$ cat src/rtl/spi_slv_pkg.sv
`default_nettype none
`timescale 1ns/1ps
// +----------------------------------------------------------------------+
// | Module   : spi_slv_pkg                                               |
// | Purpose  : Shared types and constants for the SPI slave register     |
// |            interface (state encoding, frame field positions, widths).|
// | Revision : 1.0  initial release                                      |
// +----------------------------------------------------------------------+
package spi_slv_pkg;

  localparam int ADDR_W     = 7;
  localparam int DATA_W     = 8;
  localparam int CMD_RD_BIT = 7;

  typedef enum logic [1:0] {
    IDLE  = 2'd0,
    CMD   = 2'd1,
    WDATA = 2'd2,
    RDATA = 2'd3
  } state_e;

endpackage
`default_nettype wire

$ cat src/rtl/spi_slv_sync.sv
`default_nettype none
`timescale 1ns/1ps
// +----------------------------------------------------------------------+
// | Module   : spi_slv_sync                                              |
// | Purpose  : Resynchronises sck/ssn/mosi into clk and derives single-  |
// |            cycle edge pulses for sck and ssn.                        |
// | Ports    : clk, rst_n          clock, async active-low reset         |
// |            sck_i/ssn_i/mosi_i  raw SPI pins                          |
// |            ssn_o, mosi_o       synchronised levels                   |
// |            sck_rise_o/fall_o   one-clk pulses on synced sck edges    |
// |            ssn_fall_o/rise_o   one-clk pulses on synced ssn edges    |
// | Revision : 1.0  initial release                                      |
// +----------------------------------------------------------------------+
module spi_slv_sync #(
  parameter int SYNC_STAGES = 2
) (
  input  logic clk,
  input  logic rst_n,
  input  logic sck_i,
  input  logic ssn_i,
  input  logic mosi_i,
  output logic ssn_o,
  output logic mosi_o,
  output logic sck_rise_o,
  output logic sck_fall_o,
  output logic ssn_fall_o,
  output logic ssn_rise_o
);

  logic [SYNC_STAGES-1:0] sck_sync_q;
  logic [SYNC_STAGES-1:0] ssn_sync_q;
  logic [SYNC_STAGES-1:0] mosi_sync_q;
  logic                   sck_prev_q;
  logic                   ssn_prev_q;

  // All three pins go through identical chains so mosi stays aligned
  // with the sck edge that samples it.
  always_ff @(posedge clk or negedge rst_n) begin
    if (!rst_n) begin
      sck_sync_q  <= '0;
      ssn_sync_q  <= '1;
      mosi_sync_q <= '0;
      sck_prev_q  <= 1'b0;
      ssn_prev_q  <= 1'b1;
    end else begin
      sck_sync_q  <= {sck_sync_q[SYNC_STAGES-2:0], sck_i};
      ssn_sync_q  <= {ssn_sync_q[SYNC_STAGES-2:0], ssn_i};
      mosi_sync_q <= {mosi_sync_q[SYNC_STAGES-2:0], mosi_i};
      sck_prev_q  <= sck_sync_q[SYNC_STAGES-1];
      ssn_prev_q  <= ssn_sync_q[SYNC_STAGES-1];
    end
  end

  assign ssn_o      = ssn_sync_q[SYNC_STAGES-1];
  assign mosi_o     = mosi_sync_q[SYNC_STAGES-1];
  assign sck_rise_o =  sck_sync_q[SYNC_STAGES-1] & ~sck_prev_q;
  assign sck_fall_o = ~sck_sync_q[SYNC_STAGES-1] &  sck_prev_q;
  assign ssn_fall_o = ~ssn_sync_q[SYNC_STAGES-1] &  ssn_prev_q;
  assign ssn_rise_o =  ssn_sync_q[SYNC_STAGES-1] & ~ssn_prev_q;

endmodule
`default_nettype wire

$ cat src/rtl/spi_slave_regif.sv
`default_nettype none
`timescale 1ns/1ps
// +----------------------------------------------------------------------+
// | Module   : spi_slave_regif                                           |
// | Purpose  : Oversampled SPI target decoding {rw,addr[6:0]} + data     |
// |            frames into a register-access bus; returns read data on   |
// |            miso. No logic runs on sck.                               |
// | Ports    : clk, rst_n            clock, async active-low reset       |
// |            cpol, cpha            SPI mode (static while ssn=1)       |
// |            sck, ssn, mosi, miso  SPI pins; miso_oe while selected    |
// |            reg_addr/wdata/we/re  register bus, one-clk strobes       |
// |            reg_rdata             read data, valid 1 clk after reg_re |
// | Config   : SPI_SLV_AUTOINC_EN - address increments after each data  |
// |            byte (wraps 7'h7F->7'h00); undefined keeps it fixed.      |
// | Revision : 1.0  initial release                                      |
// +----------------------------------------------------------------------+
module spi_slave_regif
  import spi_slv_pkg::*;
#(
  parameter int          SYNC_STAGES = 2,
  parameter logic [7:0]  IDLE_TX     = 8'h00
) (
  input  logic              clk,
  input  logic              rst_n,
  input  logic              cpol,
  input  logic              cpha,
  input  logic              sck,
  input  logic              ssn,
  input  logic              mosi,
  output logic              miso,
  output logic              miso_oe,
  output logic [ADDR_W-1:0] reg_addr,
  output logic [DATA_W-1:0] reg_wdata,
  output logic              reg_we,
  output logic              reg_re,
  input  logic [DATA_W-1:0] reg_rdata
);

  logic ssn_s, mosi_s, sck_rise, sck_fall, ssn_fall, ssn_rise;

  spi_slv_sync #(
    .SYNC_STAGES (SYNC_STAGES)
  ) u_sync (
    .clk        (clk),
    .rst_n      (rst_n),
    .sck_i      (sck),
    .ssn_i      (ssn),
    .mosi_i     (mosi),
    .ssn_o      (ssn_s),
    .mosi_o     (mosi_s),
    .sck_rise_o (sck_rise),
    .sck_fall_o (sck_fall),
    .ssn_fall_o (ssn_fall),
    .ssn_rise_o (ssn_rise)
  );

  state_e              state_q, state_d;
  logic [2:0]          bit_cnt_q, bit_cnt_d;
  logic [DATA_W-1:0]   rx_q, rx_d;
  logic [DATA_W-1:0]   tx_q, tx_d;
  logic                miso_q, miso_d;
  logic [ADDR_W-1:0]   addr_q, addr_d;
  logic [DATA_W-1:0]   wdata_q, wdata_d;
  logic                we_q, we_d;
  logic                re_q, re_d;
  logic                rd_cap_q, rd_cap_d;

  logic                sample_edge, shift_edge;
  logic [DATA_W-1:0]   rx_byte;

  // Modes 0/3 sample on rising sck, modes 1/2 on falling.
  assign sample_edge = (cpol ^ cpha) ? sck_fall : sck_rise;
  assign shift_edge  = (cpol ^ cpha) ? sck_rise : sck_fall;
  assign rx_byte     = {rx_q[DATA_W-2:0], mosi_s};

  always_comb begin
    state_d   = state_q;
    bit_cnt_d = bit_cnt_q;
    rx_d      = rx_q;
    tx_d      = tx_q;
    miso_d    = miso_q;
    addr_d    = addr_q;
    wdata_d   = wdata_q;
    we_d      = 1'b0;
    re_d      = 1'b0;
    // Register file answers one cycle after reg_re; capture then.
    rd_cap_d  = re_q;

`ifdef SPI_SLV_AUTOINC_EN
    // Write address advances only after the strobe has used it.
    if (we_q) begin
      addr_d = addr_q + 7'd1;
    end
`endif

    if (ssn_rise) begin
      state_d   = IDLE;
      bit_cnt_d = 3'd0;
      miso_d    = 1'b0;
    end else if (ssn_fall) begin
      state_d   = CMD;
      bit_cnt_d = 3'd0;
      if (!cpha) begin
        // cpha=0: the MSB must be on the wire before the first edge.
        miso_d = IDLE_TX[DATA_W-1];
        tx_d   = {IDLE_TX[DATA_W-2:0], 1'b0};
      end else begin
        miso_d = 1'b0;
        tx_d   = IDLE_TX;
      end
    end else if (state_q != IDLE) begin
      // Every byte gets exactly eight presentations before its 8th
      // sample edge, so tx_q is empty and free to reload there.
      if (shift_edge) begin
        miso_d = tx_q[DATA_W-1];
        tx_d   = {tx_q[DATA_W-2:0], 1'b0};
      end
      if (sample_edge) begin
        rx_d      = rx_byte;
        bit_cnt_d = bit_cnt_q + 3'd1;
        if (bit_cnt_q == 3'd7) begin
          tx_d = IDLE_TX;
          unique case (state_q)
            CMD: begin
              addr_d = rx_byte[ADDR_W-1:0];
              if (rx_byte[CMD_RD_BIT]) begin
                state_d = RDATA;
                re_d    = 1'b1;
              end else begin
                state_d = WDATA;
              end
            end
            WDATA: begin
              wdata_d = rx_byte;
              we_d    = 1'b1;
            end
            RDATA: begin
              // Prefetch for the next byte of the burst.
              re_d = 1'b1;
`ifdef SPI_SLV_AUTOINC_EN
              addr_d = addr_q + 7'd1;
`endif
            end
            default: begin
              state_d = IDLE;
            end
          endcase
        end
      end
    end

    if (rd_cap_q) begin
      tx_d = reg_rdata;
    end
  end

  always_ff @(posedge clk or negedge rst_n) begin
    if (!rst_n) begin
      state_q   <= IDLE;
      bit_cnt_q <= 3'd0;
      rx_q      <= '0;
      tx_q      <= '0;
      miso_q    <= 1'b0;
      addr_q    <= '0;
      wdata_q   <= '0;
      we_q      <= 1'b0;
      re_q      <= 1'b0;
      rd_cap_q  <= 1'b0;
    end else begin
      state_q   <= state_d;
      bit_cnt_q <= bit_cnt_d;
      rx_q      <= rx_d;
      tx_q      <= tx_d;
      miso_q    <= miso_d;
      addr_q    <= addr_d;
      wdata_q   <= wdata_d;
      we_q      <= we_d;
      re_q      <= re_d;
      rd_cap_q  <= rd_cap_d;
    end
  end

  assign miso      = miso_q;
  assign miso_oe   = ~ssn_s;
  assign reg_addr  = addr_q;
  assign reg_wdata = wdata_q;
  assign reg_we    = we_q;
  assign reg_re    = re_q;

endmodule
`default_nettype wire

$ cat config.mk
export PLATFORM = sky130hd
export DESIGN_NAME = spi_slave_regif
export DESIGN_NICKNAME = d
export VERILOG_FILES = /design/src/rtl/spi_slv_pkg.sv /design/src/rtl/spi_slv_sync.sv /design/src/rtl/spi_slave_regif.sv
export SDC_FILE = /design/constraint.sdc
export NUM_CORES = 1
export LEC_CHECK = 0
export ABC_AREA = 1
export CORE_ASPECT_RATIO = 0.5
export CORE_UTILIZATION = 57
export DETAILED_ROUTE_END_ITERATION = 7
export PLACE_DENSITY = 0.84
export SKIP_CTS_REPAIR_TIMING = 1
export SLEW_MARGIN = 20
export SYNTH_ARGS = -nofsm -noshare
export SYNTH_HDL_FRONTEND = slang
export SYNTH_SLANG_ARGS = --single-unit
export TNS_END_PERCENT = 10
$ cat constraint.sdc
create_clock -name clk -period 3.1 [get_ports clk]
set_clock_uncertainty 0.05 [all_clocks]
set_input_delay 0.62 -clock clk [delete_from_list [all_inputs] [get_ports clk]]
set_output_delay 0.62 -clock clk [all_outputs]
set_load 0.05 [all_outputs]
; Word level (Yosys, flattened, before mapping)
; Cells that the tools add are included.
[word_totals]
reg_bits = 47
in_bits = 15
out_inout_bits = 19
elab_cells = 84
[op_classes]
add_sub_neg = 1
n_eq_ne = 6
muxes = 37
bitwise_logic = 11
n_reduce_logical = 14
[op_table]
columns = op, count
row1 = $mux W8, 7
row2 = $mux W1, 19
row3 = $reduce_bool A3 Y1, 5
row4 = $mux W3, 4
row5 = $reduce_and A6 Y1, 2
row6 = $mux W2, 5
row7 = $reduce_and A4 Y1, 2
row8 = $not A1 Y1, 6
row9 = $reduce_and A2 Y1, 3
row10 = $and A1 B1 Y1, 4
row11 = $eq A2 B2 Y1 const B, 2
row12 = $pmux W2 S2, 1
row13 = $add A3 B1 Y3 const B, 1
row14 = $eq A3 B3 Y1 const B, 1
row15 = $ne A3 B1 Y1 const B, 1
row16 = $eq A2 B1 Y1 const B, 1
row17 = $ne A2 B1 Y1 const B, 1
row18 = $pmux W1 S2, 1
row19 = $reduce_bool A2 Y1, 1
row20 = $reduce_or A2 Y1, 1
row21 = $xor A1 B1 Y1, 1

; Longest topological paths before layout
[depth]
ltp_word = 10
mapped_depth = 9

; Modules after synthesis
; A second synthesis with hierarchy kept.
[hier_totals]
cells_unflattened = 258
area_unflattened_um2 = 2149.6
[by_module_without_submodules]
columns = module, instances, cells_per_inst, area_per_inst_um2, seq_area_each_um2
row1 = spi_slave_regif, 1, 242, 1915.6, 975.9
row2 = spi_slv_sync, 1, 16, 234.0, 203.9

; Least setup slack after synthesis
; No wires, ideal clock.
[synth_path]
kind = register to register
from = register u_sync.ssn_sync_q[1]
to = register tx_q[5]
setup_ns = 0.117
arrival_time_ns = 1.655
required_ns = 2.933
slack_ns = 1.279
stages_incl_launch_ff = 9
period_less_slack_ns = 1.821
path_cell_list = dfstp_2 inv_1 ha_1 nor2_1 a21oi_2 buf_2 nand2_1 nor2_1 nor2_1
[synth_via]
elab_chain_cells = 5
[synth_rtl]
columns = element, line_no
row1 = from (decl), spi_slv_sync.sv:31  ; logic [SYNC_STAGES-1:0] ssn_sync_q;
row2 = from (signal assigned), spi_slv_sync.sv:47  ; ssn_sync_q <= {ssn_sync_q[SYNC_STAGES-2:0], ssn_i};
row3 = $not A1 Y1 (*), n/a
row4 = net miso_oe, spi_slave_regif.sv:31  ; output logic miso_oe,
row5 = $and A1 B1 Y1 (*), spi_slv_sync.sv:58  ; assign ssn_fall_o = ~ssn_sync_q[SYNC_STAGES-1] & ssn_prev_q;
row6 = $mux W8, spi_slave_regif.sv:100  ; end else if (ssn_fall) begin
row7 = $mux W8, spi_slave_regif.sv:96  ; if (ssn_rise) begin
row8 = $mux W8, spi_slave_regif.sv:152  ; if (rd_cap_q) begin
row9 = to (signal assigned), spi_slave_regif.sv:173  ; tx_q <= tx_d;
row10 = to (decl), spi_slave_regif.sv:60  ; logic [DATA_W-1:0] tx_q, tx_d;
; Mark *: on every way through the listed nets, which the timed path passes. The rest lies on a longest branch. The select of a mux whose other input is x is not followed.
; A chain may end at the register's enable or synchronous reset.

; Worst setup path in the final report
[layout_path]
from = register u_sync.ssn_sync_q[1]
to = output miso_oe
[layout_via]
elab_chain_cells = 1
[layout_rtl]
columns = element, line_no
row1 = $not A1 Y1, spi_slave_regif.sv:184  ; assign miso_oe = ~ssn_s;
row2 = to (decl), spi_slave_regif.sv:31
; Every way passes these cells.

==> summary.json <==
{
  "report.final.hold_viol_count": {"value": 0},
  "max_stage_delay": {"value": 0.69, "unit": "ns"},
  "chipWidth": {"value": 89.4, "unit": "um"},
  "drtPass1Iterations": {"value": 4},
  "row_count": {"value": 15},
  "p_leak": {"value": 1.37, "unit": "nW"},
  "endpoint": {"value": "miso_oe"},
  "p_r_area_growth_vs_syn": {"value": 20.7, "unit": "%"},
  "cp-startpoint": {"value": "u_sync.ssn_sync_q[1]"},
  "n_antenna_cell": {"value": 0},
  "min_period": {"value": 2.27, "unit": "ns"},
  "grt_max_degree": {"value": 48},
  "rsz0062_at_grt": {"value": "false"},
  "drt-vias-per-instance": {"value": 5.09},
  "dpl.hpwl": {"value": 2920, "unit": "um"},
  "place.port_buffers": {"value": 33},
  "area_of_all_placed_cells_without_fillers": {"value": 2630, "unit": "um^2"},
  "whs": {"value": 0.264, "unit": "ns"},
  "die-height": {"value": 45.7, "unit": "um"},
  "setup_tns": {"value": 0, "unit": "ns"},
  "crit_path_end_kind": {"value": "output pin"},
  "grt_antenna_before_repair": {"value": 0},
  "source_to_sink_clock_delay_at_the_later_pin_of_the_worst_skew_pair": {"value": 0.30, "unit": "ns"},
  "synth_top_cells_by_area": {"value": "sky130_fd_sc_hd__dfrtp_1, sky130_fd_sc_hd__nand2_1, sky130_fd_sc_hd__nand3_1"},
  "routabilityCongestion": {"value": 0.896},
  "h-tree-depth": {"value": 2},
  "timing.critical_path.slowest_stage_cell": {"value": "sky130_fd_sc_hd__clkdlybuf4s50_1"},
  "max_slew_margin": {"value": 59.5, "unit": "%"},
  "outcome": {"value": "finished clean"},
  "drive_gt1_share": {"value": 5.90, "unit": "%"},
  "nets": {"value": 323},
  "first_global_vias": {"value": 1565},
  "cp_data_arrival_time": {"value": 1.60, "unit": "ns"},
  "worst_r2r_path_depth": {"value": 7},
  "average_footprint_of_a_synthesized_cell": {"value": 8.12, "unit": "um^2"},
  "tritoncts": {"value": "built"},
  "postLayoutCoreUtil": {"value": 74.1, "unit": "%"},
  "cell_chain_critical_path": {"value": "inv_1 > clkdlybuf4s50_1"},
  "timing.rr.start": {"value": "u_sync.ssn_sync_q[1]"},
  "dr.first_iter.drc_count": {"value": 110},
  "worstPathMaxFanout": {"value": 3},
  "antenna_violating_nets_post_route": {"value": 0},
  "ioPinCount": {"value": 34},
  "max-vdd-ir-drop": {"value": 404, "unit": "uV"},
  "r2r_slack": {"value": 1.21, "unit": "ns"},
  "ys_warn_count": {"value": 0},
  "n_fill_cell": {"value": 261},
  "num_vias": {"value": 1811},
  "fin_crit_sh": {"value": 73.2, "unit": "%"},
  "synthesis.nets": {"value": 287},
  "syn_area": {"value": 2180, "unit": "um^2"},
  "critPathKind": {"value": "register to output pin"},
  "ctsRootBufferMaster": {"value": "sky130_fd_sc_hd__clkbuf_8"},
  "cts.sink_count": {"value": 47},
  "regToRegEndpoint": {"value": "reg_addr[6]"},
  "synth_top_area_cell": {"value": "sky130_fd_sc_hd__dfrtp_1"},
  "finalWirelength": {"value": 4200, "unit": "um"},
  "worstPathRequired": {"value": 2.43, "unit": "ns"},
  "numCtsBuffers": {"value": 5},
  "startpoint_type": {"value": "register"},
  "max_cap_viol_count": {"value": 0},
  "grt_first_pass_wirelength": {"value": 6600, "unit": "um"},
  "post_synth_num_cell_types": {"value": 20},
  "gr-total-overflow": {"value": 0},
  "worst_pin_slew": {"value": 0.608, "unit": "ns"},
  "core_area": {"value": 3550, "unit": "um^2"},
  "groute.usage.overall": {"value": 22.3, "unit": "%"},
  "netlist.area_leader.share": {"value": 50.6, "unit": "%"},
  "timing.hold.worst.class": {"value": "primary input to async pin"},
  "syn-instance-count": {"value": 268},
  "clock_path_buffers": {"value": 2},
  "setup_violation_total_in_the_final_timing_report": {"value": 0},
  "fmaxAchievable": {"value": 441, "unit": "MHz"},
  "slew_viol_final": {"value": 0},
  "fp.dieArea": {"value": 4090, "unit": "um^2"},
  "clk_pin_slew": {"value": 0.09, "unit": "ns"},
  "routed_wire_length_per_instance": {"value": 11.8, "unit": "um"},
  "synth-seq-cells": {"value": 47},
  "area_post_placement": {"value": 2530, "unit": "um^2"},
  "synth.yosys.seq_area_share": {"value": 54.2, "unit": "%"},
  "starting_density_of_the_core": {"value": 61.4, "unit": "%"},
  "drt_drc_violations_left": {"value": 0},
  "power.density": {"value": 599, "unit": "nW/um^2"}
}
==> area by class of cell <==
cell class / instances / area [um^2] / area share, %
clock inverter: 3 / 22.5 / 0.857
clock buffer: 5 / 68.8 / 2.62
multi-input combinational: 193 / 875 / 33.3
sequential: 47 / 1180 / 44.9
timing repair buffer: 33 / 328 / 12.5
inverter: 24 / 90.1 / 3.43
tap: 51 / 63.8 / 2.43
==> critical path: cells and delay by family, from the launching register on <==
kind	cells	cell delay (ns)
flops	1	0.55
buf+inv	2	0.74
==> synth_stat cells <==
library cell	number
sky130_fd_sc_hd__nor3_2	1
sky130_fd_sc_hd__ha_1	4
sky130_fd_sc_hd__nand2_1	98
sky130_fd_sc_hd__nand3_1	39
sky130_fd_sc_hd__nor4_1	1
sky130_fd_sc_hd__o21ai_0	6
sky130_fd_sc_hd__nand3b_4	1
sky130_fd_sc_hd__nor2_1	36
sky130_fd_sc_hd__buf_6	2
sky130_fd_sc_hd__a21oi_2	1
sky130_fd_sc_hd__nor2_8	1
sky130_fd_sc_hd__a21oi_1	1
sky130_fd_sc_hd__o21ai_1	1
sky130_fd_sc_hd__o2111ai_1	1
sky130_fd_sc_hd__inv_1	23
sky130_fd_sc_hd__dfstp_2	3
sky130_fd_sc_hd__buf_2	2
sky130_fd_sc_hd__clkinv_1	1
sky130_fd_sc_hd__nand2_2	2
sky130_fd_sc_hd__dfrtp_1	44
==> metal layers <==
| metal | vias to the layer above | part of all wire, % | GRT usage, % |
|---|---|---|---|
| li1 | 917 | - | - |
| met1 | 845 | 44 | 27.2 |
| met2 | 43 | 50 | 38.2 |
| met3 | 6 | 4.3 | 6.52 |
| met4 | 0 | 1.0 | 9.21 |
| met5 | - | 0 | 0 |
==> placed cells by master, fill, tap and decap left out, drive strengths merged <==
master / Yosys / routed
a21oi: 2 / 2
buf: 4 / 1
clkbuf: 0 / 5
clkdlybuf4s50: 0 / 32
clkinv: 1 / 3
dfrtp: 44 / 44
dfstp: 3 / 3
ha: 4 / 4
inv: 23 / 24
nand2: 100 / 100
nand3: 39 / 39
nand3b: 1 / 1
nor2: 37 / 37
nor3: 1 / 1
nor4: 1 / 1
o2111ai: 1 / 1
o21ai: 7 / 7
==> power breakdown <==
group	leakage, nW	internal (mW)	switching, mW
Sequential	0.604	0.728	0.0892
Clock	0.0485	0.162	0.215
Combinational	0.720	0.148	0.231
==> how the worst min path moves through the flow <==
stage	from	cells after the start	slack, ns	to
final	rst_n	1	0.26	tx_q[5]
after detailed placement	u_sync.mosi_sync_q[0]	0	0.29	u_sync.mosi_sync_q[1]
after CTS	u_sync.mosi_sync_q[0]	0	0.31	u_sync.mosi_sync_q[1]
after global placement	u_sync.mosi_sync_q[0]	0	0.28	u_sync.mosi_sync_q[1]
after global routing	rst_n	1	0.31	tx_q[7]
after floorplan	rst_n	0	0.27	bit_cnt_q[0]
==> cells by family (layout without fill, tap and decap cells) <==
logic type | after synthesis | in the layout | share of synthesized area, %
buf+inv | 28 | 65 | 5.63
flops | 47 | 47 | 54.2
simple gates | 179 | 179 | 35.2
fa+ha+maj | 4 | 4 | 2.30
compound gates | 10 | 10 | 2.64
==> flip-flops by register name, summed over array words and instances, names as in the netlist, 2 cells and up <==
register / flops
u_sync.sck_sync_q: 2
state_q: 2
bit_cnt_q: 3
reg_wdata: 8
u_sync.ssn_sync_q: 2
u_sync.mosi_sync_q: 2
reg_addr: 7
rx_q: 7
tx_q: 8
==> stage by stage <==
stage                     power, mW  worst slack [ns]  std cells
after global placement         1.18             0.716        348
final                          1.57             0.831        356
after detailed placement       1.21             0.643        348
after floorplan                1.10              1.28        268
after CTS                      1.59             0.817        356
after global routing           1.67             0.772        356
No activity file was read; power rests on OpenSTA's default activity.
